File: src/rtl/game_pkg.sv
// Shared types and widths for the turn sequencer.
// Side encoding, HP/power widths and the sequencer state enum.
package game_pkg;

    localparam int HP_W  = 10;
    localparam int PWR_W = 7;

    localparam logic SIDE_DOG = 1'b0;
    localparam logic SIDE_CAT = 1'b1;

    typedef enum logic [2:0] {
        ST_IDLE   = 3'd0,
        ST_WAIT   = 3'd1,
        ST_CHARGE = 3'd2,
        ST_LAUNCH = 3'd3,
        ST_FLIGHT = 3'd4,
        ST_APPLY  = 3'd5,
        ST_DONE   = 3'd6
    } seq_state_t;

    // HP never wraps below zero
    function automatic logic [HP_W-1:0] hp_sub(
        input logic [HP_W-1:0] hp,
        input logic [HP_W-1:0] dmg
    );
        return (hp > dmg) ? hp - dmg : '0;
    endfunction

endpackage

File: src/rtl/turn_sequencer_if.sv
// Launch handshake between the turn sequencer and the projectile engine.
// The sequencer is the master; the engine answers with launch_ready.
interface turn_sequencer_if;
    import game_pkg::*;

    logic             launch_valid;
    logic             launch_ready;
    logic [PWR_W-1:0] launch_power;
    logic             launch_dir;

    modport master (
        output launch_valid,
        output launch_power,
        output launch_dir,
        input  launch_ready
    );

    modport slave (
        input  launch_valid,
        input  launch_power,
        input  launch_dir,
        output launch_ready
    );

endinterface

File: src/rtl/turn_timer.sv
// Turn timeout down-counter: expired rises after TURN_TIMEOUT run cycles.
// clear reloads the counter; it holds at zero until cleared.
module turn_timer #(
    parameter int TURN_TIMEOUT = 500000000
) (
    input  logic clk,
    input  logic rst_n,
    input  logic clear,
    input  logic run,
    output logic expired
);

    localparam int CW = $clog2(TURN_TIMEOUT);
    localparam logic [CW-1:0] LOAD = CW'(TURN_TIMEOUT - 1);

    logic [CW-1:0] cnt;

    always_ff @(posedge clk or negedge rst_n) begin
        if (!rst_n) begin
            cnt <= LOAD;
        end else if (clear) begin
            cnt <= LOAD;
        end else if (run && cnt != '0) begin
            cnt <= cnt - 1'b1;
        end
    end

    assign expired = run && (cnt == '0);

endmodule

File: src/rtl/turn_sequencer.sv
// Sequences one player turn: arm, charge, launch, flight, damage, done.
// Owns both HP registers consumed by the game FSM.
module turn_sequencer
    import game_pkg::*;
#(
    parameter int POWER_MAX    = 100,
    parameter int CHARGE_DIV   = 500000,
    parameter int TURN_TIMEOUT = 500000000,
    parameter int HP_INIT      = 100,
    parameter int DMG_HIT      = 10,
    parameter int DMG_CRIT     = 25
) (
    input  logic              clk,
    input  logic              rst_n,
    input  logic              start_game,
    input  logic              next_turn,
    input  logic              dog_turn,
    input  logic              cat_turn,
    input  logic              fire_local,
    input  logic              fire_remote,
    turn_sequencer_if.master  launch,
    input  logic              impact_valid,
    input  logic              impact_hit,
    input  logic              impact_crit,
    output logic [HP_W-1:0]   hp_dog,
    output logic [HP_W-1:0]   hp_cat,
    output logic              turn_done_dog,
    output logic              turn_done_cat,
    output logic [PWR_W-1:0]  charge_level,
    output logic [2:0]        seq_state
);

    localparam logic [2:0] S_IDLE   = ST_IDLE;
    localparam logic [2:0] S_WAIT   = ST_WAIT;
    localparam logic [2:0] S_CHARGE = ST_CHARGE;
    localparam logic [2:0] S_LAUNCH = ST_LAUNCH;
    localparam logic [2:0] S_FLIGHT = ST_FLIGHT;
    localparam logic [2:0] S_APPLY  = ST_APPLY;
    localparam logic [2:0] S_DONE   = ST_DONE;

    localparam int DW = (CHARGE_DIV > 1) ? $clog2(CHARGE_DIV) : 1;
    localparam logic [DW-1:0]    DIV_LAST = DW'(CHARGE_DIV - 1);
    localparam logic [PWR_W-1:0] PMAX     = PWR_W'(POWER_MAX);
    localparam logic [HP_W-1:0]  HP_LOAD  = HP_W'(HP_INIT);
    localparam logic [HP_W-1:0]  D_HIT    = HP_W'(DMG_HIT);
    localparam logic [HP_W-1:0]  D_CRIT   = HP_W'(DMG_CRIT);

    logic [2:0]       state;
    logic [2:0]       state_nxt;
    logic             side;
    logic             armed;
    logic             fire;
    logic [DW-1:0]    div_cnt;
    logic             tick;
    logic [PWR_W-1:0] pwr;
    logic [PWR_W-1:0] pwr_nxt;
    logic             hit_q;
    logic             crit_q;
    logic             sg_q;
    logic             sg_rise;
    logic             expired;
    logic             enter_wait;
    logic             apply;
    logic [HP_W-1:0]  dmg;
    logic [HP_W-1:0]  tgt_new;

    turn_timer #(
        .TURN_TIMEOUT(TURN_TIMEOUT)
    ) u_timer (
        .clk     (clk),
        .rst_n   (rst_n),
        .clear   (state == S_IDLE),
        .run     ((state == S_WAIT) || (state == S_CHARGE)),
        .expired (expired)
    );

    assign fire    = (side == SIDE_DOG) ? fire_local : fire_remote;
    assign tick    = (state == S_CHARGE) && (div_cnt == DIV_LAST);
    assign sg_rise = start_game && !sg_q;

    always_comb begin
        pwr_nxt = pwr;
        if (tick && pwr < PMAX) begin
            pwr_nxt = pwr + 1'b1;
        end
    end

    always_comb begin
        state_nxt = state;
        case (state)
            S_IDLE:   if (next_turn && (dog_turn || cat_turn)) state_nxt = S_WAIT;
            S_WAIT:   if (expired) state_nxt = S_DONE;
                      else if (armed && fire) state_nxt = S_CHARGE;
            S_CHARGE: if (expired || !fire) state_nxt = S_LAUNCH;
            S_LAUNCH: if (launch.launch_ready) state_nxt = S_FLIGHT;
            S_FLIGHT: if (impact_valid) state_nxt = S_APPLY;
            S_APPLY:  state_nxt = S_DONE;
            S_DONE:   if (!next_turn) state_nxt = S_IDLE;
            default:  state_nxt = S_IDLE;
        endcase
        // turn withdrawn by the game FSM before completion
        if (!next_turn && state != S_IDLE && state != S_DONE) begin
            state_nxt = S_IDLE;
        end
    end

    assign enter_wait = (state == S_IDLE) && (state_nxt == S_WAIT);
    assign apply      = (state == S_APPLY) && (state_nxt == S_DONE);

    always_comb begin
        dmg = '0;
        if (hit_q) begin
            dmg = crit_q ? D_CRIT : D_HIT;
        end
        tgt_new = hp_sub((side == SIDE_DOG) ? hp_cat : hp_dog, dmg);
    end

    always_ff @(posedge clk or negedge rst_n) begin
        if (!rst_n) begin
            state   <= S_IDLE;
            side    <= SIDE_DOG;
            armed   <= 1'b0;
            div_cnt <= '0;
            pwr     <= '0;
        end else begin
            state <= state_nxt;
            if (enter_wait) begin
                side    <= dog_turn ? SIDE_DOG : SIDE_CAT;
                armed   <= 1'b0;
                div_cnt <= '0;
                pwr     <= '0;
            end else begin
                if (state == S_WAIT && !fire) armed <= 1'b1;
                if (state == S_CHARGE) begin
                    div_cnt <= tick ? '0 : div_cnt + 1'b1;
                    pwr     <= pwr_nxt;
                end
            end
        end
    end

    always_ff @(posedge clk or negedge rst_n) begin
        if (!rst_n) begin
            hit_q  <= 1'b0;
            crit_q <= 1'b0;
        end else if (state == S_FLIGHT && impact_valid) begin
            hit_q  <= impact_hit;
            crit_q <= impact_crit;
        end
    end

    always_ff @(posedge clk or negedge rst_n) begin
        if (!rst_n) begin
            launch.launch_valid <= 1'b0;
            launch.launch_power <= '0;
            launch.launch_dir   <= 1'b0;
            turn_done_dog       <= 1'b0;
            turn_done_cat       <= 1'b0;
        end else begin
            launch.launch_valid <= (state_nxt == S_LAUNCH);
            if (state != S_LAUNCH && state_nxt == S_LAUNCH) begin
                launch.launch_power <= pwr_nxt;
                launch.launch_dir   <= side;
            end
            turn_done_dog <= (state != S_DONE) && (state_nxt == S_DONE)
                             && (side == SIDE_DOG);
            turn_done_cat <= (state != S_DONE) && (state_nxt == S_DONE)
                             && (side == SIDE_CAT);
        end
    end

    // a new game reload wins over damage landing in the same cycle
    always_ff @(posedge clk or negedge rst_n) begin
        if (!rst_n) begin
            sg_q   <= 1'b0;
            hp_dog <= HP_LOAD;
            hp_cat <= HP_LOAD;
        end else begin
            sg_q <= start_game;
            if (sg_rise) begin
                hp_dog <= HP_LOAD;
                hp_cat <= HP_LOAD;
            end else if (apply) begin
                if (side == SIDE_DOG) hp_cat <= tgt_new;
                else                  hp_dog <= tgt_new;
            end
        end
    end

    assign charge_level = pwr;
    assign seq_state    = state;

endmodule

File: src/flat_wrapper.sv
// flat-port wrapper written by rule: the top's interface ports become plain ports
module turn_sequencer_flat import game_pkg::*;
#(
    parameter int POWER_MAX    = 100,
    parameter int CHARGE_DIV   = 500000,
    parameter int TURN_TIMEOUT = 500000000,
    parameter int HP_INIT      = 100,
    parameter int DMG_HIT      = 10,
    parameter int DMG_CRIT     = 25
)
  (clk, rst_n, start_game, next_turn, dog_turn, cat_turn, fire_local, fire_remote, impact_valid, impact_hit, impact_crit, hp_dog, hp_cat, turn_done_dog, turn_done_cat, charge_level, seq_state, launch_launch_valid, launch_launch_power, launch_launch_dir, launch_launch_ready);
  turn_sequencer_if launch_i ();
  input  logic clk;
  input  logic rst_n;
  input  logic start_game;
  input  logic next_turn;
  input  logic dog_turn;
  input  logic cat_turn;
  input  logic fire_local;
  input  logic fire_remote;
  input  logic impact_valid;
  input  logic impact_hit;
  input  logic impact_crit;
  output logic [HP_W-1:0] hp_dog;
  output logic [HP_W-1:0] hp_cat;
  output logic turn_done_dog;
  output logic turn_done_cat;
  output logic [PWR_W-1:0] charge_level;
  output logic [2:0] seq_state;
  output wire logic [$bits(launch_i.launch_valid)-1:0] launch_launch_valid;
  output wire logic [$bits(launch_i.launch_power)-1:0] launch_launch_power;
  output wire logic [$bits(launch_i.launch_dir)-1:0] launch_launch_dir;
  input wire logic [$bits(launch_i.launch_ready)-1:0] launch_launch_ready;
  assign launch_launch_valid = launch_i.launch_valid;
  assign launch_launch_power = launch_i.launch_power;
  assign launch_launch_dir = launch_i.launch_dir;
  assign launch_i.launch_ready = launch_launch_ready;
  turn_sequencer #(.POWER_MAX(POWER_MAX), .CHARGE_DIV(CHARGE_DIV), .TURN_TIMEOUT(TURN_TIMEOUT), .HP_INIT(HP_INIT), .DMG_HIT(DMG_HIT), .DMG_CRIT(DMG_CRIT)) u_core (.clk(clk), .rst_n(rst_n), .start_game(start_game), .next_turn(next_turn), .dog_turn(dog_turn), .cat_turn(cat_turn), .fire_local(fire_local), .fire_remote(fire_remote), .launch(launch_i), .impact_valid(impact_valid), .impact_hit(impact_hit), .impact_crit(impact_crit), .hp_dog(hp_dog), .hp_cat(hp_cat), .turn_done_dog(turn_done_dog), .turn_done_cat(turn_done_cat), .charge_level(charge_level), .seq_state(seq_state));
endmodule
File: config.mk
export PLATFORM = sky130hd
export DESIGN_NAME = turn_sequencer_flat
export DESIGN_NICKNAME = d
export VERILOG_FILES = /design/src/rtl/game_pkg.sv /design/src/rtl/turn_sequencer_if.sv /design/src/rtl/turn_timer.sv /design/src/rtl/turn_sequencer.sv /design/src/flat_wrapper.sv
export SDC_FILE = /design/constraint.sdc
export NUM_CORES = 1
export LEC_CHECK = 0
export CAP_MARGIN = 10
export CORE_MARGIN = 1.5
export CORE_UTILIZATION = 40
export DETAILED_ROUTE_END_ITERATION = 6
export DONT_BUFFER_PORTS = 1
export PLACE_DENSITY = 0.61
export SKIP_CTS_REPAIR_TIMING = 1
export SKIP_LAST_GASP = 1
export SYNTH_ARGS = -nofsm -noshare
export SYNTH_HDL_FRONTEND = slang
export SYNTH_SLANG_ARGS = --single-unit
File: constraint.sdc
create_clock -name clk -period 4 [get_ports clk]
set_input_delay 0.4 -clock clk [delete_from_list [all_inputs] [get_ports clk]]
set_output_delay 0.4 -clock clk [all_outputs]
set_load 0.02 [all_outputs]
# [Word level (Yosys, flattened, before mapping)]
# Cells that the tools add are included.
[totals] in_bits=12 reg_bits=94
[op_classes] n_reduce_logical=34 n_lt_le_gt_ge=2 n_mux=31 eq_ne=13 n_bitwise=1 add_sub_neg=4
[ops] cell="$mux 10" count=9
[ops] cell="$mux 29" count=2
[ops] cell="$mux 19" count=3
[ops] cell="$logic_not 29->1" count=1
[ops] cell="$reduce_bool 29->1" count=1
[ops] cell="$sub 29x1->29 const B" count=1
[ops] cell="$mux 3" count=8
[ops] cell="$mux 7" count=3
[ops] cell="$pmux 3 s7" count=1
[ops] cell="$add 19x1->19 const B" count=1
[ops] cell="$eq 19x19->1 const B" count=1
[ops] cell="$logic_and 1x1->1" count=17
[ops] cell="$eq 3x3->1 const B" count=4
[ops] cell="$gt 10x10->1" count=1
[ops] cell="$reduce_bool 2->1" count=5
[ops] cell="$sub 10x10->10" count=1
[ops] cell="$eq 3x2->1 const B" count=3
[ops] cell="$add 7x1->7 const B" count=1
[ops] cell="$lt 7x7->1 const B" count=1
[ops] cell="$eq 3x1->1 const B" count=2
[ops] cell="$mux 5" count=1
[ops] cell="$mux 1" count=4
[ops] cell="$reduce_and 2->1" count=2
[ops] cell="$logic_not 1->1" count=3
[ops] cell="7 further kinds" count=9

# [Longest topological paths before layout]
[depth] depth_word=11 mapped_depth=11 ltp_nobuf=9

# [Modules after synthesis]
# A second synthesis with hierarchy kept.
[hier_totals] hier_cells=557 area_unflattened_um2=5337.6
[by_module_without_submodules] module="turn_sequencer" instances=1 area_each_um2=3601.0 cells_per_inst=383 seq_area_each_um2=1634.1
[by_module_without_submodules] module="turn_timer" instances=1 area_each_um2=1736.7 cells_per_inst=174 seq_area_each_um2=750.7

# [Worst setup path after synthesis]
# Ideal clock, no wire load.
[synth_timing] path_kind="register -> register" from="register u_core.side" to="register u_core.hp_cat[7]" setup_slack_ps=915 synth_period_minus_slack_ps=3085 required_time_ps=3922 setup_ps=78 stages_incl_launch_ff=10 arrival_time_ps=3007 cell_sequence="dfrtp_1 > clkbuf_1 > clkbuf_1 > mux2_2 > ha_1 > nor2b_1 > o41ai_2 > nand3_1 > or4b_2 > a21oi_1"
[synth_between] elab_chain_len=10 elab_cells_between_ends=21 classes_between="1 x add/sub; 1 x order compare; 2 x eq/ne; 11 x mux; 6 x reduce/logical"
[synth_rtl] element="start, declared" line="turn_sequencer.sv:50" source="logic side;"
[synth_rtl] element="start signal, assigned" line="turn_sequencer.sv:128" source="side <= dog_turn ? SIDE_DOG : SIDE_CAT;"
[synth_rtl] element="$mux 1" line="turn_sequencer.sv:77" source="assign fire = (side == SIDE_DOG) ? fire_local : fire_remote;"
[synth_rtl] element="$logic_and 1x1->1 or $logic_not 1->1 (tied branches)" line="turn_sequencer.sv:93, turn_sequencer.sv:94"
[synth_rtl] element="$mux 3 or $logic_or 1x1->1 (tied branches)" line="turn_sequencer.sv:93, turn_sequencer.sv:94"
[synth_rtl] element="$mux 3, on equally long branches" line="turn_sequencer.sv:92, turn_sequencer.sv:94"
[synth_rtl] element="$pmux 3 s7" line="turn_sequencer.sv:90" source="case (state)"
[synth_rtl] element="$mux 3" line="turn_sequencer.sv:102" source="if (!next_turn && state != S_IDLE && state != S_DONE) begin"
[synth_rtl] element="$eq 3x3->1" line="turn_sequencer.sv:108" source="assign apply = (state == S_APPLY) && (state_nxt == S_DONE);"
[synth_rtl] element="$logic_and 1x1->1" line="turn_sequencer.sv:108"
[synth_rtl] element="$reduce_bool 2->1 (no source line)"
[synth_rtl] element="$reduce_and 2->1 (no source line)"
[synth_rtl] element="end signal, assigned" line="turn_sequencer.sv:184" source="if (side == SIDE_DOG) hp_cat <= tgt_new;"
[synth_rtl] element="end, declared" line="turn_sequencer.sv:26" source="output logic [HP_W-1:0] hp_cat,"
# Several ways; a longest one is shown, not always the timed one. The select of a mux whose other input is x is not followed.
# A chain may end at the register's enable or synchronous reset.

# [Worst setup path in the final report]
# Ends and elaborated chain as after synthesis.

==> flow_summary.json <==
{
  "cpMaxStageDelayCell": "dfrtp_1",
  "antenna_found_initial": 0,
  "cp.required_ps": 4260,
  "powerDensity_nw_per_um2": 505,
  "post_dp_cell_area_um2": 5540,
  "whs_ps": -50.6,
  "synth_simple_gate_area_share_pct": 24.4,
  "place_inst": 732,
  "grt_max_degree": 95,
  "vias": 4448,
  "critPathLaunchType": "register",
  "ir_drop_mv": 0.260,
  "insertion_delay_ps": 340,
  "finish.instance_area_um2": 5850,
  "arrival_ps": 3500,
  "die_w_um": 119,
  "synth-xor-area-share_pct": 2.60,
  "r2r-start": "u_core.side$_DFFE_PN0N_",
  "hold_viol_final": 10,
  "synth_top_family_by_area": "simple AND/OR/NAND/NOR gates",
  "synth_top_area_share_pct": 31.6,
  "setup_viol": 0,
  "ant_nets": 0,
  "violations": "hold timing",
  "crit_path_cell_trace": "mux2_2, ha_1, nor2b_1, o41ai_2, nand3_1, or4b_2, a21oi_1",
  "drt_iter0_markers": 330,
  "synthAdderAreaFrac_pct": 2.23,
  "cts.sinks": 94,
  "synthesis.nets": 599,
  "synth-compound-area-share_pct": 17.1,
  "synthArstFlopShare_pct": 100,
  "tightest_slew_ps": 1220,
  "slew_violations": 0,
  "r2r_end": "u_core.hp_cat[7]$_DFFE_PN0P_",
  "hold_path.class": "primary input to async pin",
  "synth_cell_types": 59,
  "max_stage_delay_ps": 830,
  "drive_gt1_share_pct": 12.9,
  "ff2ff_path_depth": 7,
  "antenna_cells": 0,
  "synth_area_leaders": "dfrtp_1 (32%), dfstp_2 (13%), o21ai_0 (4.1%), a21oi_1 (3.6%), mux2i_1 (3.5%)",
  "syn_to_final_growth_pct": 8.71,
  "avgSynthCellArea_um2": 9.31,
  "cts_max_level": 3,
  "worstSetupPathType": "register to register",
  "synth_edf_count": 0,
  "rsz0062_at_grt": "no",
  "cts_tree": "built",
  "synthFlopType": "dfrtp_1",
  "cap_violations": 0,
  "place.gp.congestion": 0.887,
  "grt_pass1_vias": 4151,
  "synthMuxAreaShare_pct": 6.04,
  "synthesis.area_um2": 5380,
  "fin_crit_ps": 3230,
  "grt_first_pass_wirelength_um": 20800,
  "synth-seq-cells": 94,
  "setup_tns_ps": 0,
  "clock_skew_ps": 8.76,
  "fin_crit_sh_pct": 80.9,
  "synthCells": 578,
  "status": "finished, violations left",
  "drt-wirelength-per-cell_um": 16.7,
  "layoutNonFillerInstCount": 749,
  "port_buffers": 0,
  "die-area_um2": 14200,
  "slew_headroom_pct": 18.8,
  "crit_fanout": 18,
  "die_h_um": 119,
  "leakage_nw": 2.26,
  "hpwl_um": 8540,
  "layout.nets": 589,
  "path_clk_slew_ps": 60,
  "overflow": 0,
  "ys_seq_area_share_pct": 44.3,
  "yosysWarnings": 0,
  "drt-total-wl_um": 12500,
  "start_util_pct": 40.8,
  "viasPerCell": 5.94,
  "yosysMostFrequentCell": "dfrtp_1",
  "clock_path_buffers": 2,
  "cts_root_buf": "clkbuf_16",
  "drc": 0,
  "ios": 53,
  "core_area_um2": 13200,
  "grt_use_total_pct": 17.9,
  "synth_commonest_cells": "dfrtp_1 (68), o21ai_0 (44), nand2_1 (43)",
  "cts_made_buffers": 9,
  "fmax_mhz": 309,
  "firstDrtPassIters": 5,
  "regToRegSetupSlack_ps": 770,
  "synth_area_leader_cell": "dfrtp_1",
  "num_rows": 42,
  "crit_path_end_kind": "register"
}
## worst max path at each step
stage	to	cells after the start	start
after global placement	u_core.hp_cat[7]$_DFFE_PN0P_	7	u_core.side$_DFFE_PN0N_
after global routing	u_core.hp_cat[7]$_DFFE_PN0P_	7	u_core.side$_DFFE_PN0N_
after floorplan	u_core.hp_cat[7]$_DFFE_PN0P_	9	u_core.side$_DFFE_PN0N_
after CTS	u_core.hp_cat[7]$_DFFE_PN0P_	7	u_core.side$_DFFE_PN0N_
after detailed placement	u_core.hp_cat[7]$_DFFE_PN0P_	7	u_core.side$_DFFE_PN0N_
final	u_core.hp_cat[7]$_DFFE_PN0P_	7	u_core.side$_DFFE_PN0N_
## registers in the layout, summed over array words and instances (netlist names)
signal	count
u_core.crit_q	1
u_core.hp_dog	10
u_core.div_cnt	19
u_core.turn_done_cat	1
u_core.seq_state	3
u_core.turn_done_dog	1
u_core.launch.launch_dir	1
u_core.hp_cat	10
u_core.sg_q	1
u_core.launch.launch_valid	1
u_core.launch.launch_power	7
u_core.hit_q	1
u_core.armed	1
u_core.u_timer.cnt	29
u_core.side	1
u_core.charge_level	7
## per-layer routing
metal / wire length, um / vias up / GRT usage, %
met5: 0 / - / 0
met4: 175 / 0 / 5.57
met3: 602 / 12 / 3.16
met2: 5690 / 106 / 28.3
met1: 6010 / 2189 / 25.0
li1: - / 2141 / -
## report_power, final
part           switching [W]  internal (W)  leakage [nW]
combinational       0.000547      0.000321         0.914
clock               0.000362      0.000475         0.139
sequential          0.000194       0.00105          1.21
total                0.00110       0.00185          2.26
## metrics by stage
stage / setup slack (ps) / hold WS [ps] / power [W] / utilization (%)
after floorplan: 915 / 104 / 0.00189 / -
after global placement: 924 / 106 / 0.00209 / 42.0
after detailed placement: 841 / 107 / 0.00211 / 42.0
after CTS: 823 / -266 / 0.00295 / 44.2
after global routing: 638 / -28.8 / 0.00313 / 44.4
final: 765 / -50.6 / 0.00295 / 44.4
## cells in the final DEF, fill, tap and decap left out, drive strengths merged, types with 12 or more instances in the layout
cell and count:
a21oi 39, clkbuf 14, dfrtp 68, dfstp 26
inv 18, mux2 12, mux2i 19, nand2 43
nand3 38, nor2 35, o21ai 44, o31ai 12
or3 22, or4 14
## logic make-up after synthesis
| kind of cell | Yosys count |
|---|---|
| AOI/OAI and AO/OA | 146 |
| xor gates and xnor gates | 16 |
| adders and majority gates | 9 |
| buffers and inverters | 46 |
| DFF | 94 |
| muxes | 31 |
| and+or+nand+nor | 236 |
## cell type report
class	instances	area (um2)
fill	1220	7340
multi-input combinational	438	2820
sequential	94	2380
clock buffer	14	274
tap	176	220
timing repair buffer	7	72.6
inverter	18	67.6
clock inverter	2	16.3
## worst max-delay path: cells and delay by family, from the launching register on
| family | cells | cell delay (ps) |
|---|---|---|
| adder cells (fa/ha/maj) | 1 | 320 |
| flip-flops | 1 | 830 |
| multiplexers | 1 | 450 |
| AND/OR/NAND/NOR | 3 | 1010 |
| AO/OA/AOI/OAI | 2 | 550 |
(Power assumes the default switching activity.)
